<file path="config.mk">
export PLATFORM = sky130hd
export DESIGN_NAME = axi_awaddr_gen
export DESIGN_NICKNAME = d
export VERILOG_FILES = /design/src/rtl/awgen_pkg.sv /design/src/rtl/awgen_burst_calc.sv /design/src/rtl/axi_awaddr_gen.sv
export SDC_FILE = /design/constraint.sdc
export NUM_CORES = 1
export LEC_CHECK = 0
export CAP_MARGIN = 10
export CORE_MARGIN = 4
export CORE_UTILIZATION = 25
export DETAILED_ROUTE_END_ITERATION = 8
export DONT_BUFFER_PORTS = 1
export PLACE_DENSITY = 0.41
export SETUP_SLACK_MARGIN = 0.02
export SYNTH_ARGS = -nofsm -noshare
export SYNTH_HDL_FRONTEND = slang
export SYNTH_SLANG_ARGS = --single-unit
export TNS_END_PERCENT = 30
</file>
<file path="constraint.sdc">
create_clock -name clk -period 7.7 [get_ports clk]
set_clock_uncertainty 0.15 [all_clocks]
set_input_delay 1.155 -clock clk [delete_from_list [all_inputs] [get_ports clk]]
set_output_delay 1.155 -clock clk [all_outputs]
set_load 0.005 [all_outputs]
</file>
<file path="src/rtl/awgen_pkg.sv">
// Shared AXI AW constants, FSM encoding and sizing helper for the AW address generator.
package awgen_pkg;

   localparam logic [1:0] AXBURST_INCR = 2'b01;
   localparam logic [3:0] AXCACHE_DEF  = 4'b0011;
   localparam logic       AXLOCK_DEF   = 1'b0;
   localparam logic [2:0] AXPROT_DEF   = 3'h0;
   localparam logic [3:0] AXQOS_DEF    = 4'h0;
   localparam logic [3:0] AXREGION_DEF = 4'h0;

   localparam int unsigned AXLEN_W     = 8;
   // Burst beat count 1..256 needs one bit more than awlen
   localparam int unsigned BEATS_W     = 9;
   localparam int unsigned BURST_CNT_W = 16;

   typedef enum logic [1:0] {
      IDLE  = 2'd0,
      CALC  = 2'd1,
      ISSUE = 2'd2,
      DONE  = 2'd3
   } awgen_state_e;

   // Ceiling log2 for elaboration-time sizing
   function automatic int unsigned log2(input int unsigned v);
      int unsigned r;
      r = 0;
      for (int i = 0; i < 32; i++) begin
         if ((32'd1 << i) < v) r = 32'(i) + 32'd1;
      end
      return r;
   endfunction

endpackage

</file>
<file path="src/rtl/awgen_burst_calc.sv">
// Combinational burst sizing: beats = min(beats remaining, MAX_BURST, beats left before the boundary line).
module awgen_burst_calc
   import awgen_pkg::*;
#(
   parameter int unsigned BR_W      = 31,
   parameter int unsigned BND_W     = 12,
   parameter int unsigned SIZE_W    = 2,
   parameter int unsigned MAX_BURST = 256
) (
   input  logic [BR_W-1:0]    i_beats_rem,
   input  logic [BND_W-1:0]   i_addr_lo,
   output logic [BEATS_W-1:0] o_beats_c
);

   localparam int unsigned CW0        = (BR_W > BND_W + 1) ? BR_W : BND_W + 1;
   localparam int unsigned CW         = (CW0 > BEATS_W) ? CW0 : BEATS_W;
   localparam int unsigned LINE_BEATS = (32'd1 << BND_W) >> SIZE_W;

   logic [CW-1:0] w_rem;
   logic [CW-1:0] w_to_bnd;
   logic [CW-1:0] w_max;
   logic [CW-1:0] w_min_a;
   logic [CW-1:0] w_min;

   // Three-way minimum evaluated at a width that holds every operand
   always_comb begin
      w_rem     = CW'(i_beats_rem);
      w_to_bnd  = CW'(LINE_BEATS) - CW'(i_addr_lo >> SIZE_W);
      w_max     = CW'(MAX_BURST);
      w_min_a   = (w_rem < w_max) ? w_rem : w_max;
      w_min     = (w_min_a < w_to_bnd) ? w_min_a : w_to_bnd;
      o_beats_c = BEATS_W'(w_min);
   end

endmodule

</file>
<file path="src/rtl/axi_awaddr_gen.sv">
// AXI4 write-address generator: splits {addr, byte length} commands into INCR bursts
// limited by MAX_BURST beats and BOUNDARY-byte lines.
// Optional feature macro: AWGEN_ABORT_EN (abort input honoured; otherwise ignored, aborted = 0).
module axi_awaddr_gen
   import awgen_pkg::*;
#(
   parameter int unsigned ADDR_W     = 49,
   parameter int unsigned LEN_W      = 32,
   parameter int unsigned DATA_BYTES = 4,
   parameter int unsigned MAX_BURST  = 256,
   parameter int unsigned BOUNDARY   = 4096
) (
   input  logic                   clk,
   input  logic                   rst_n,
   input  logic                   cmd_valid,
   output logic                   cmd_ready,
   input  logic [ADDR_W-1:0]      cmd_addr,
   input  logic [LEN_W-1:0]       cmd_len,
   input  logic                   abort,
   output logic                   done,
   output logic                   aborted,
   output logic [BURST_CNT_W-1:0] burst_cnt,
   output logic [ADDR_W-1:0]      m_awaddr,
   output logic [AXLEN_W-1:0]     m_awlen,
   output logic [2:0]             m_awsize,
   output logic [1:0]             m_awburst,
   output logic [3:0]             m_awcache,
   output logic                   m_awlock,
   output logic [2:0]             m_awprot,
   output logic [3:0]             m_awqos,
   output logic [3:0]             m_awregion,
   output logic                   m_awvalid,
   input  logic                   m_awready
);

   localparam int unsigned SIZE_W = log2(DATA_BYTES);
   localparam int unsigned BND_W  = log2(BOUNDARY);
   localparam int unsigned BR_W   = LEN_W - SIZE_W + 1;

   awgen_state_e           r_state, w_state_nxt;
   logic [ADDR_W-1:0]      r_addr, w_addr_nxt;
   logic [BR_W-1:0]        r_beats_rem, w_beats_rem_nxt;
   logic [ADDR_W-1:0]      r_awaddr, w_awaddr_nxt;
   logic [AXLEN_W-1:0]     r_awlen, w_awlen_nxt;
   logic                   r_awvalid, w_awvalid_nxt;
   logic                   r_cmd_ready, w_cmd_ready_nxt;
   logic                   r_done, w_done_nxt;
   logic                   r_aborted, w_aborted_nxt;
   logic                   r_abort_lat, w_abort_lat_nxt;
   logic [BURST_CNT_W-1:0] r_burst_cnt, w_burst_cnt_nxt;

   logic                   w_abort;
   logic                   w_accept;
   logic                   w_hs;
   logic [BR_W-1:0]        w_cmd_beats;
   logic [BEATS_W-1:0]     w_beats_c;
   logic [BEATS_W-1:0]     w_burst_beats;

`ifdef AWGEN_ABORT_EN
   assign w_abort = abort;
`else
   logic w_unused_abort;
   assign w_abort        = 1'b0;
   assign w_unused_abort = abort;
`endif

   assign w_accept      = cmd_valid & r_cmd_ready;
   assign w_hs          = r_awvalid & m_awready;
   assign w_cmd_beats   = BR_W'(cmd_len >> SIZE_W);
   assign w_burst_beats = BEATS_W'(r_awlen) + BEATS_W'(1);

   // Size of the next burst from the working address and remaining beats
   awgen_burst_calc #(
      .BR_W      (BR_W),
      .BND_W     (BND_W),
      .SIZE_W    (SIZE_W),
      .MAX_BURST (MAX_BURST)
   ) u_burst_calc (
      .i_beats_rem (r_beats_rem),
      .i_addr_lo   (r_addr[BND_W-1:0]),
      .o_beats_c   (w_beats_c)
   );

   // FSM state register
   always_ff @(posedge clk or negedge rst_n) begin
      if (!rst_n) r_state <= IDLE;
      else        r_state <= w_state_nxt;
   end

   // Next-state, datapath and registered-output decode.
   // Every handshake returns through CALC, which also resolves completion/abort;
   // this gives the fixed one-cycle gap between bursts and before done.
   always_comb begin
      w_state_nxt     = r_state;
      w_addr_nxt      = r_addr;
      w_beats_rem_nxt = r_beats_rem;
      w_awaddr_nxt    = r_awaddr;
      w_awlen_nxt     = r_awlen;
      w_burst_cnt_nxt = r_burst_cnt;
      w_abort_lat_nxt = r_abort_lat;

      unique case (r_state)
         IDLE: begin
            if (w_accept) begin
               w_addr_nxt      = cmd_addr & ~ADDR_W'(DATA_BYTES - 1);
               w_beats_rem_nxt = w_cmd_beats;
               w_burst_cnt_nxt = '0;
               w_abort_lat_nxt = 1'b0;
               w_state_nxt     = (w_cmd_beats == '0) ? DONE : CALC;
            end
         end
         CALC: begin
            if (w_abort || r_abort_lat || (r_beats_rem == '0)) begin
               w_state_nxt = DONE;
            end else begin
               w_awaddr_nxt = r_addr;
               w_awlen_nxt  = AXLEN_W'(w_beats_c - BEATS_W'(1));
               w_state_nxt  = ISSUE;
            end
         end
         ISSUE: begin
            if (w_hs) begin
               w_addr_nxt      = r_addr + (ADDR_W'(w_burst_beats) << SIZE_W);
               w_beats_rem_nxt = r_beats_rem - BR_W'(w_burst_beats);
               w_burst_cnt_nxt = r_burst_cnt + BURST_CNT_W'(1);
               w_state_nxt     = CALC;
            end
         end
         DONE: begin
            w_state_nxt = IDLE;
         end
         default: begin
            w_state_nxt = IDLE;
         end
      endcase

      if (((r_state == CALC) || (r_state == ISSUE)) && w_abort) w_abort_lat_nxt = 1'b1;

      w_cmd_ready_nxt = (w_state_nxt == IDLE);
      w_awvalid_nxt   = (w_state_nxt == ISSUE);
      w_done_nxt      = (w_state_nxt == DONE);
      w_aborted_nxt   = (w_state_nxt == DONE) && w_abort_lat_nxt;
   end

   // Datapath and output registers
   always_ff @(posedge clk or negedge rst_n) begin
      if (!rst_n) begin
         r_addr      <= '0;
         r_beats_rem <= '0;
         r_awaddr    <= '0;
         r_awlen     <= '0;
         r_awvalid   <= 1'b0;
         r_cmd_ready <= 1'b1;
         r_done      <= 1'b0;
         r_aborted   <= 1'b0;
         r_abort_lat <= 1'b0;
         r_burst_cnt <= '0;
      end else begin
         r_addr      <= w_addr_nxt;
         r_beats_rem <= w_beats_rem_nxt;
         r_awaddr    <= w_awaddr_nxt;
         r_awlen     <= w_awlen_nxt;
         r_awvalid   <= w_awvalid_nxt;
         r_cmd_ready <= w_cmd_ready_nxt;
         r_done      <= w_done_nxt;
         r_aborted   <= w_aborted_nxt;
         r_abort_lat <= w_abort_lat_nxt;
         r_burst_cnt <= w_burst_cnt_nxt;
      end
   end

   assign cmd_ready  = r_cmd_ready;
   assign done       = r_done;
   assign aborted    = r_aborted;
   assign burst_cnt  = r_burst_cnt;
   assign m_awaddr   = r_awaddr;
   assign m_awlen    = r_awlen;
   assign m_awvalid  = r_awvalid;
   assign m_awsize   = 3'(SIZE_W);
   assign m_awburst  = AXBURST_INCR;
   assign m_awcache  = AXCACHE_DEF;
   assign m_awlock   = AXLOCK_DEF;
   assign m_awprot   = AXPROT_DEF;
   assign m_awqos    = AXQOS_DEF;
   assign m_awregion = AXREGION_DEF;

endmodule

</file>
* Yosys cells after proc, flatten, opt, wreduce, memory -nomap -nowiden
Index checks and enable logic that the tools add are counted. Widths: inputs -> output; s select.
Word-level totals: register bits 160, output and inout port bits 98
Operators by class: equality and inequality tests 7, add/sub/neg operators 6, bitwise operators 3, mux-type cells 18, $lt $le $gt $ge 2, reductions and logical operators 9
Operators by type and width (count):
- $mux 49 | 2
- $pmux 49 s2 | 1
- $mux 31 | 3
- $logic_not 31->1 | 2
- $pmux 31 s2 | 1
- $add 49x11->49 | 1
- $mux 16 | 2
- $pmux 16 s2 | 1
- $lt 31x31->1 | 1
- $lt 31x9->1 const B | 1
- $sub 31x9->31 | 1
- $add 16x1->16 const B | 1
- $sub 11x10->12 const A | 1
- $add 8x1->9 const B | 1
- $eq 2x2->1 const B | 4
- $mux 8 | 1
- $pmux 2 s4 | 1
- $sub 8x1->8 const B | 1
- $mux 2 | 3
- $logic_not 2->1 | 2
- $ne 2x2->1 const B | 2
- $mux 1 | 3
- $reduce_and 3->1 | 1
- $and 1x1->1 | 2
- 6 further kinds | 6

* Longest topological paths before layout
Gate-level depths: netlist of run 1.
word-level depth 6, depth in mapped cells 18

* Cells and area by module
From an unflattened synthesis of run 1, not the netlist that was laid out.
Unflattened totals: cell total of the unflattened synthesis 1089, area, all modules 9878.2 sq um
By module, submodules not included:
- axi_awaddr_gen | times used 1, area each 9162.5 sq um, cells each 991
- awgen_burst_calc | times used 1, area each 715.7 sq um, cells each 98

* Worst setup path before layout of run 1
OpenSTA, ideal clock, no wires.
kind reg-to-reg, start reg r_beats_rem[15], end reg r_awlen[6] (netlist: m_awlen[6]), clock period less this slack 4.022 ns, setup time 0.083 ns, buffers on the path 2, setup slack 3.678 ns, required time 7.467 ns, stages on the path, launching flop included 17, arrival 3.789 ns, path through dfrtp_1 -> nor4_4 -> nand3_2 -> nor3_4 -> clkbuf_1 -> and2_1 -> ha_1 -> o21a_1 -> o21ai_0 -> o211ai_4 -> mux2i_1 -> ha_1 -> clkbuf_1 -> nand2_1 -> xnor2_1 -> mux2_2 -> o21ai_0
Between the ends: word-level cells in the longest chain between the ends 5, elaborated cells between the ends (all ways) 9, classes of those cells add/sub: 1; order compare: 2; mux: 2; bitwise: 1; reduce/logical: 3
RTL lines:
- from (decl) | line axi_awaddr_gen.sv:42 | logic [BR_W-1:0] r_beats_rem, w_beats_rem_nxt;
- from (signal assigned) | line axi_awaddr_gen.sv:160 | r_beats_rem <= w_beats_rem_nxt;
- $lt 31x9->1 | line awgen_burst_calc.sv:30 | w_min_a = (w_rem < w_max) ? w_rem : w_max;
- $mux 31 | line awgen_burst_calc.sv:30
- $lt 31x31->1 | line awgen_burst_calc.sv:31 | w_min = (w_min_a < w_to_bnd) ? w_min_a : w_to_bnd;
- $mux 8 | line awgen_burst_calc.sv:31
- $sub 8x1->8 | line axi_awaddr_gen.sv:117 | w_awlen_nxt = AXLEN_W'(w_beats_c - BEATS_W'(1));
- to (signal assigned) | line axi_awaddr_gen.sv:162 | r_awlen <= w_awlen_nxt;
- to (decl) | line axi_awaddr_gen.sv:44 | logic [AXLEN_W-1:0] r_awlen, w_awlen_nxt;
Parallel ways exist; a longest one is shown, timed or not. A chain may end at the register's enable or synchronous reset.

* Final worst setup path of run 1
start reg r_beats_rem[14], end reg r_awlen[6] (netlist: m_awlen[6])
Same word-level chain as after synthesis.

==> results of run 1 <==
[flip-flops by register name, summed over array words and instances (netlist names)]
| register | cells |
|---|---|
| m_awaddr | 47 |
| r_state | 2 |
| aborted | 1 |
| done | 1 |
| m_awlen | 8 |
| r_beats_rem | 31 |
| r_abort_lat | 1 |
| burst_cnt | 16 |
| r_addr | 47 |
| cmd_ready | 1 |
| m_awvalid | 1 |
[final cells by class]
type / count / area, um^2
Multi-Input combinational cell: 830 / 5390
Tap cell: 511 / 639
Fill cell: 4108 / 27100
Clock inverter: 14 / 175
Sequential cell: 156 / 3910
Inverter: 25 / 93.8
Clock buffer: 18 / 439
Timing Repair Buffer: 11 / 82.6
[cell usage after synthesis, drive strengths merged, types with 22 or more instances]
library cell | count | share of area (%)
clkbuf | 43 | 1.7
buf | 34 | 2.4
xor2 | 26 | 2.4
nor3 | 26 | 1.5
mux2i | 27 | 2.8
o21ai | 50 | 2.6
inv | 25 | 0.97
dfrtp | 155 | 40
mux2 | 44 | 5.2
nand4 | 22 | 1.4
ha | 32 | 4.1
nand3 | 49 | 2.6
nand2 | 139 | 5.4
a21oi | 51 | 2.7
nor2 | 85 | 3.3
[logic make-up (layout without fill, tap and decap cells)]
family	after synthesis	in the layout	share of synthesized area (%)
AND/OR/NAND/NOR	413	413	20.8
AO/OA/AOI/OAI	241	241	16.9
flip-flops	156	156	40.5
buffers and inverters	102	68	5.04
multiplexers	71	71	7.97
XOR/XNOR	46	46	4.17
adder cells (fa/ha/maj)	34	34	4.56
other	2	25	0.0778
[layer usage]
layer  vias up  routed length, um  global-route usage [%]
met4         2                378                    3.42
li1       3788                  -                       -
met1      3863              14800                    20.3
met3        19               2120                    5.26
met5         -                  8                       0
met2       156              15600                    25.8
[per-stage QoR]
step	utilization [%]	worst slack [ns]
3_5_place_dp	26.7	2.91
4_1_cts	28.3	2.88
5_1_grt	28.3	2.39
6_report	28.3	2.92
3_3_place_gp	26.7	2.93
2_1_floorplan	-	3.68
[worst paths after layout]
path,from,endpoint,slack (ns),cells after the start
min reg2reg,r_addr[38]$_DFFE_PN0P_,r_addr[38]$_DFFE_PN0P_,0.34,1
min,rst_n,m_awaddr[7]$_DFFE_PN0P_,0.26,0
max,r_beats_rem[14]$_DFFE_PN0P_,m_awlen[6]$_DFFE_PN0P_,2.92,15
min in group clk,r_addr[38]$_DFFE_PN0P_,r_addr[38]$_DFFE_PN0P_,0.34,1
max in group asynchronous,rst_n,cmd_ready$_DFF_PN1_,6.79,0
max reg2reg,r_beats_rem[14]$_DFFE_PN0P_,m_awlen[6]$_DFFE_PN0P_,2.92,15
[power by group]
| group | switching [mW] | leakage [nW] | internal, mW |
|---|---|---|---|
| registers | 0.437 | 1.93 | 1.15 |
| clock network | 0.415 | 0.301 | 0.501 |
| logic | 1.29 | 2.28 | 0.913 |
| total | 2.14 | 4.51 | 2.57 |
==> results.ini, run 1 <==
[sta]
max_freq_mhz = 209
slew_headroom_pct = 24.7
tightestPinTransition_ns = 1.13
period_minus_slack_ns = 4.78
min_period_over_period_pct = 62.1
slew_violations = 0
hold_violations = 0
whs_ns = 0.265
rsz0062_at_grt = false
fin_tns_setup_ns = 0
setup_violations = 0

[route]
firstDrtPassIters = 5
drtIter0Drc = 369
postRouteAntennaNets = 0
routed_wirelength_um = 32900
num_vias = 7828
drc = 0
wire_per_inst_um = 21.0
via_per_inst = 5.00

[cts]
cts_resized = 0
cts_setup_buffers = 0
cts.path.max_buffers = 2
cts_sinks = 156
postCtsHoldBufs = 0
cts_tree = built
numCtsBuffers = 17
clk_pin_slew_worst_paths_ns = 0.08
htreeDepth = 4
clock_latency_ns = 0.45
cts_root_buf = clkbuf_16

[yosys]
ys_seq_area_share_pct = 40.5
syn-cell-area_um2 = 9650
syn_inst = 1065
async_reset_ff_share_pct = 100
ys_ff_latch = 156
ys.flop_type = dfrtp_1
syn_area_per_cell_um2 = 9.06
synth.distinct_cells = 73
synth_edf_count = 0
ys_warn_count = 0

[placed_design]
post-dp-hpwl_um = 22900
place_area_um2 = 10100
port_buffers = 0
dp_cells = 1533
gp_congestion = 0.807

[critical_path]
start_kind = flop
path_buf_inv = 1
crit_type = flop to flop
crit_arrival_ns = 4.99
max_stage_delay_ns = 0.60
crit_path_top_delay_cell = nor3_4
critPathMaxFanout = 18
crit_family = simple AND/OR/NAND/NOR gates
required_ns = 7.91
path_cells = nor4_4, nand3_2, nor3_4, inv_1, ha_1, nand4_1, nor2_1, o21ai_0, o211ai_4, mux2i_1, ha_1, o41a_1, o221ai_1, mux2_2, o21ai_0
end_kind = flop

[final_layout]
final_cell_mix = 155 x dfrtp_1, 138 x nand2_1, 83 x nor2_1
stdcell_count = 1565
fin_area_um2 = 10700
syn_to_final_growth_pct = 11.1
fin_nets = 1161
final_common_cell = dfrtp_1
drive_above_1_share_pct = 9.77
n_antenna_cell = 0

[run]
max_cap_viol_count = 0

[global_route]
grt_first_pass_wirelength_um = 50600
antenna_found_initial = 1
grt_use_total_pct = 15.8
grt_pass1_vias = 8030
grt-ovfl-total = 0
grt_max_degree = 157

[floorplanning]
core_um2 = 37800
die_h_um = 205
die_w_um = 205
start_util_pct = 25.5
ios = 184
std_cell_rows = 71
dieArea_um2 = 41800

[pwr]
powerDensity_nw_per_um2 = 439
leakagePower_nw = 4.51
vdd_ir_drop_max_mv = 0.181
finalPower_mw = 4.71

[outcome]
status = completed

[worst_hold_path]
hold_class = primary input to asynchronous set/reset pin

No activity file was read; power rests on OpenSTA's default activity.
==> run 2: changes to the inputs <==
- PLACE_DENSITY: 0.41 -> 0.43
- clock period: 7.7 -> 4.1 ns (I/O delays scaled with it)
==> run 2 against run 1 <==
Against the previous run:
- the flow now finishes with violations (hold timing)
- largest power group unchanged
- highest routed layer unchanged
- hold slack got worse by 0.54 ns
- power is 91% higher
- register-to-register slack got worse by 2.6 ns
- combinational power grew 100%
- sequential cell count did not move
==> results.ini, run 2 (same netlist as run 1, synthesis figures left out) <==
[placed_design]
gp_congestion = 0.831
post-dp-hpwl_um = 23600
port_buffers = 0

[cts]
numCtsBuffers = 17
cts.path.max_buffers = 2
cts_setup_buffers = 0
clk_pin_slew_worst_paths_ns = 0.08
cts_tree = built
htreeDepth = 4
clock_latency_ns = 0.45
cts_sinks = 156
cts_root_buf = clkbuf_16

[sta]
slew_violations = 0
fin_tns_setup_ns = 0
slew_headroom_pct = 40.6
tightestPinTransition_ns = 0.891
setup_violations = 0
hold_violations = 156
whs_ns = -0.275
period_minus_slack_ns = 3.81
max_freq_mhz = 263
rsz0062_at_grt = true
min_period_over_period_pct = 92.9

[critical_path]
end_kind = flop
crit_type = flop to flop
crit_arrival_ns = 4.03
critPathMaxFanout = 9
ff2ff_setup_slack_ns = 0.29
rr_endpoint = m_awlen[6]$_DFFE_PN0P_
r2r-start = r_beats_rem[15]$_DFFE_PN0P_
start_kind = flop
required_ns = 4.32
crit_path_start = r_beats_rem[15]$_DFFE_PN0P_
cp-endpoint = m_awlen[6]$_DFFE_PN0P_
reg2regPathDepth = 17

[route]
routed_wirelength_um = 32600
wire_per_inst_um = 20.3
firstDrtPassIters = 6
num_vias = 7973
postRouteAntennaNets = 0
drtIter0Drc = 420
via_per_inst = 4.96
drc = 0

[floorplanning]
core_um2 = 37800
std_cell_rows = 71
ios = 184
die_h_um = 205
dieArea_um2 = 41800
die_w_um = 205
start_util_pct = 25.5

[final_layout]
fillCellCount = 4089
drive_above_1_share_pct = 13.5
syn_to_final_growth_pct = 14.6
final_common_cell = dfrtp_1
fin_nets = 1203
final_cell_mix = 155 x dfrtp_1, 138 x nand2_1, 84 x nor2_1
n_antenna_cell = 0

[global_route]
antenna_found_initial = 2
busiest_layer = met2
grtUsageMet1_pct = 20.9
grt_use_total_pct = 15.6
grt-ovfl-total = 0
met3_usage_pct = 5.54
grt_first_pass_wirelength_um = 50200
grtUsageMet2_pct = 24.3
grt_max_degree = 157
grt_pass1_vias = 7994

[pwr]
powerDensity_nw_per_um2 = 814
vdd_ir_drop_max_mv = 0.356
leakagePower_nw = 4.74

[worst_hold_path]
hold_class = primary input to asynchronous set/reset pin

[run]
max_cap_viol_count = 0

[outcome]
status = complete, but fails checks
violations = hold timing

-- run 2: cell count changes in the layout (fill, tap and decap cells not counted), sizes merged --
| cell | delta |
|---|---|
| buf | +42 |
| clkinv | +2 |
| bufinv | -1 |
| clkbuf | -1 |
-- run 2: power breakdown --
part           switching, mW  internal (mW)
Clock                  0.791          0.873
Sequential             0.767           2.17
Combinational           2.50           1.90
-- run 2: timing repair --
| action | CTS | global route |
|---|---|---|
| gates resized for setup | 0 | 7 |
| endpoints found under the setup margin | 0 | 4 |
| endpoints found under the hold margin | 156 | 156 |
-- run 2: how the worst min path moves through the flow --
stage | from | end | cells past startpoint
floorplan | rst_n | aborted$_DFF_PN0_ | 0
global placement | rst_n | m_awaddr[11]$_DFFE_PN0P_ | 0
detailed placement | rst_n | m_awaddr[10]$_DFFE_PN0P_ | 0
CTS | rst_n | aborted$_DFF_PN0_ | 0
global route | rst_n | aborted$_DFF_PN0_ | 0
finish | rst_n | aborted$_DFF_PN0_ | 0
-- run 2: metrics by stage --
step                      instances  total power, mW  setup WS (ns)  instance area (um^2)  util, %
final                          1607             9.00          0.291                 11100     29.2
after global routing           1607             9.78        0.00676                 11100     29.2
after CTS                      1607             9.09         0.0633                 11000     29.2
after detailed placement       1575             7.37          0.115                 10400     27.6
after global placement         1575             7.33          0.136                 10400     27.6
after floorplan                1088             5.95         0.0783                  9740        -
-- run 2: routing by layer --
| layer | up-vias | part of all wire, % |
|---|---|---|
| li1 | 3869 | - |
| met1 | 3906 | 46 |
| met2 | 168 | 46 |
| met3 | 28 | 6.8 |
| met4 | 2 | 1.6 |
| met5 | - | 0.021 |
-- run 2: worst max-delay path, cell delays in order, from the launching register on --
cell      delay (ns)
dfrtp_1         0.44
nor4_4          0.33
nand3_2         0.19
nor3_4          0.20
buf_4           0.20
and2_1          0.14
ha_1            0.25
a21o_1          0.19
nand3_1         0.07
a21oi_1         0.06
nor2_1          0.16
o211ai_4        0.13
mux2i_1         0.22
ha_2            0.29
o41a_1          0.17
o221ai_1        0.12
mux2_2          0.27
o21ai_0         0.13
-- run 2: cell type report --
cell class,count,area [um^2],share of cell area [%]
clock buffers,17,425,3.85
clock inverters,15,178,1.61
inverters,25,93.8,0.848
multi-input cells,830,5410,48.9
flip-flops and latches,156,3910,35.3
well taps,511,639,5.78
repair buffers,53,410,3.71
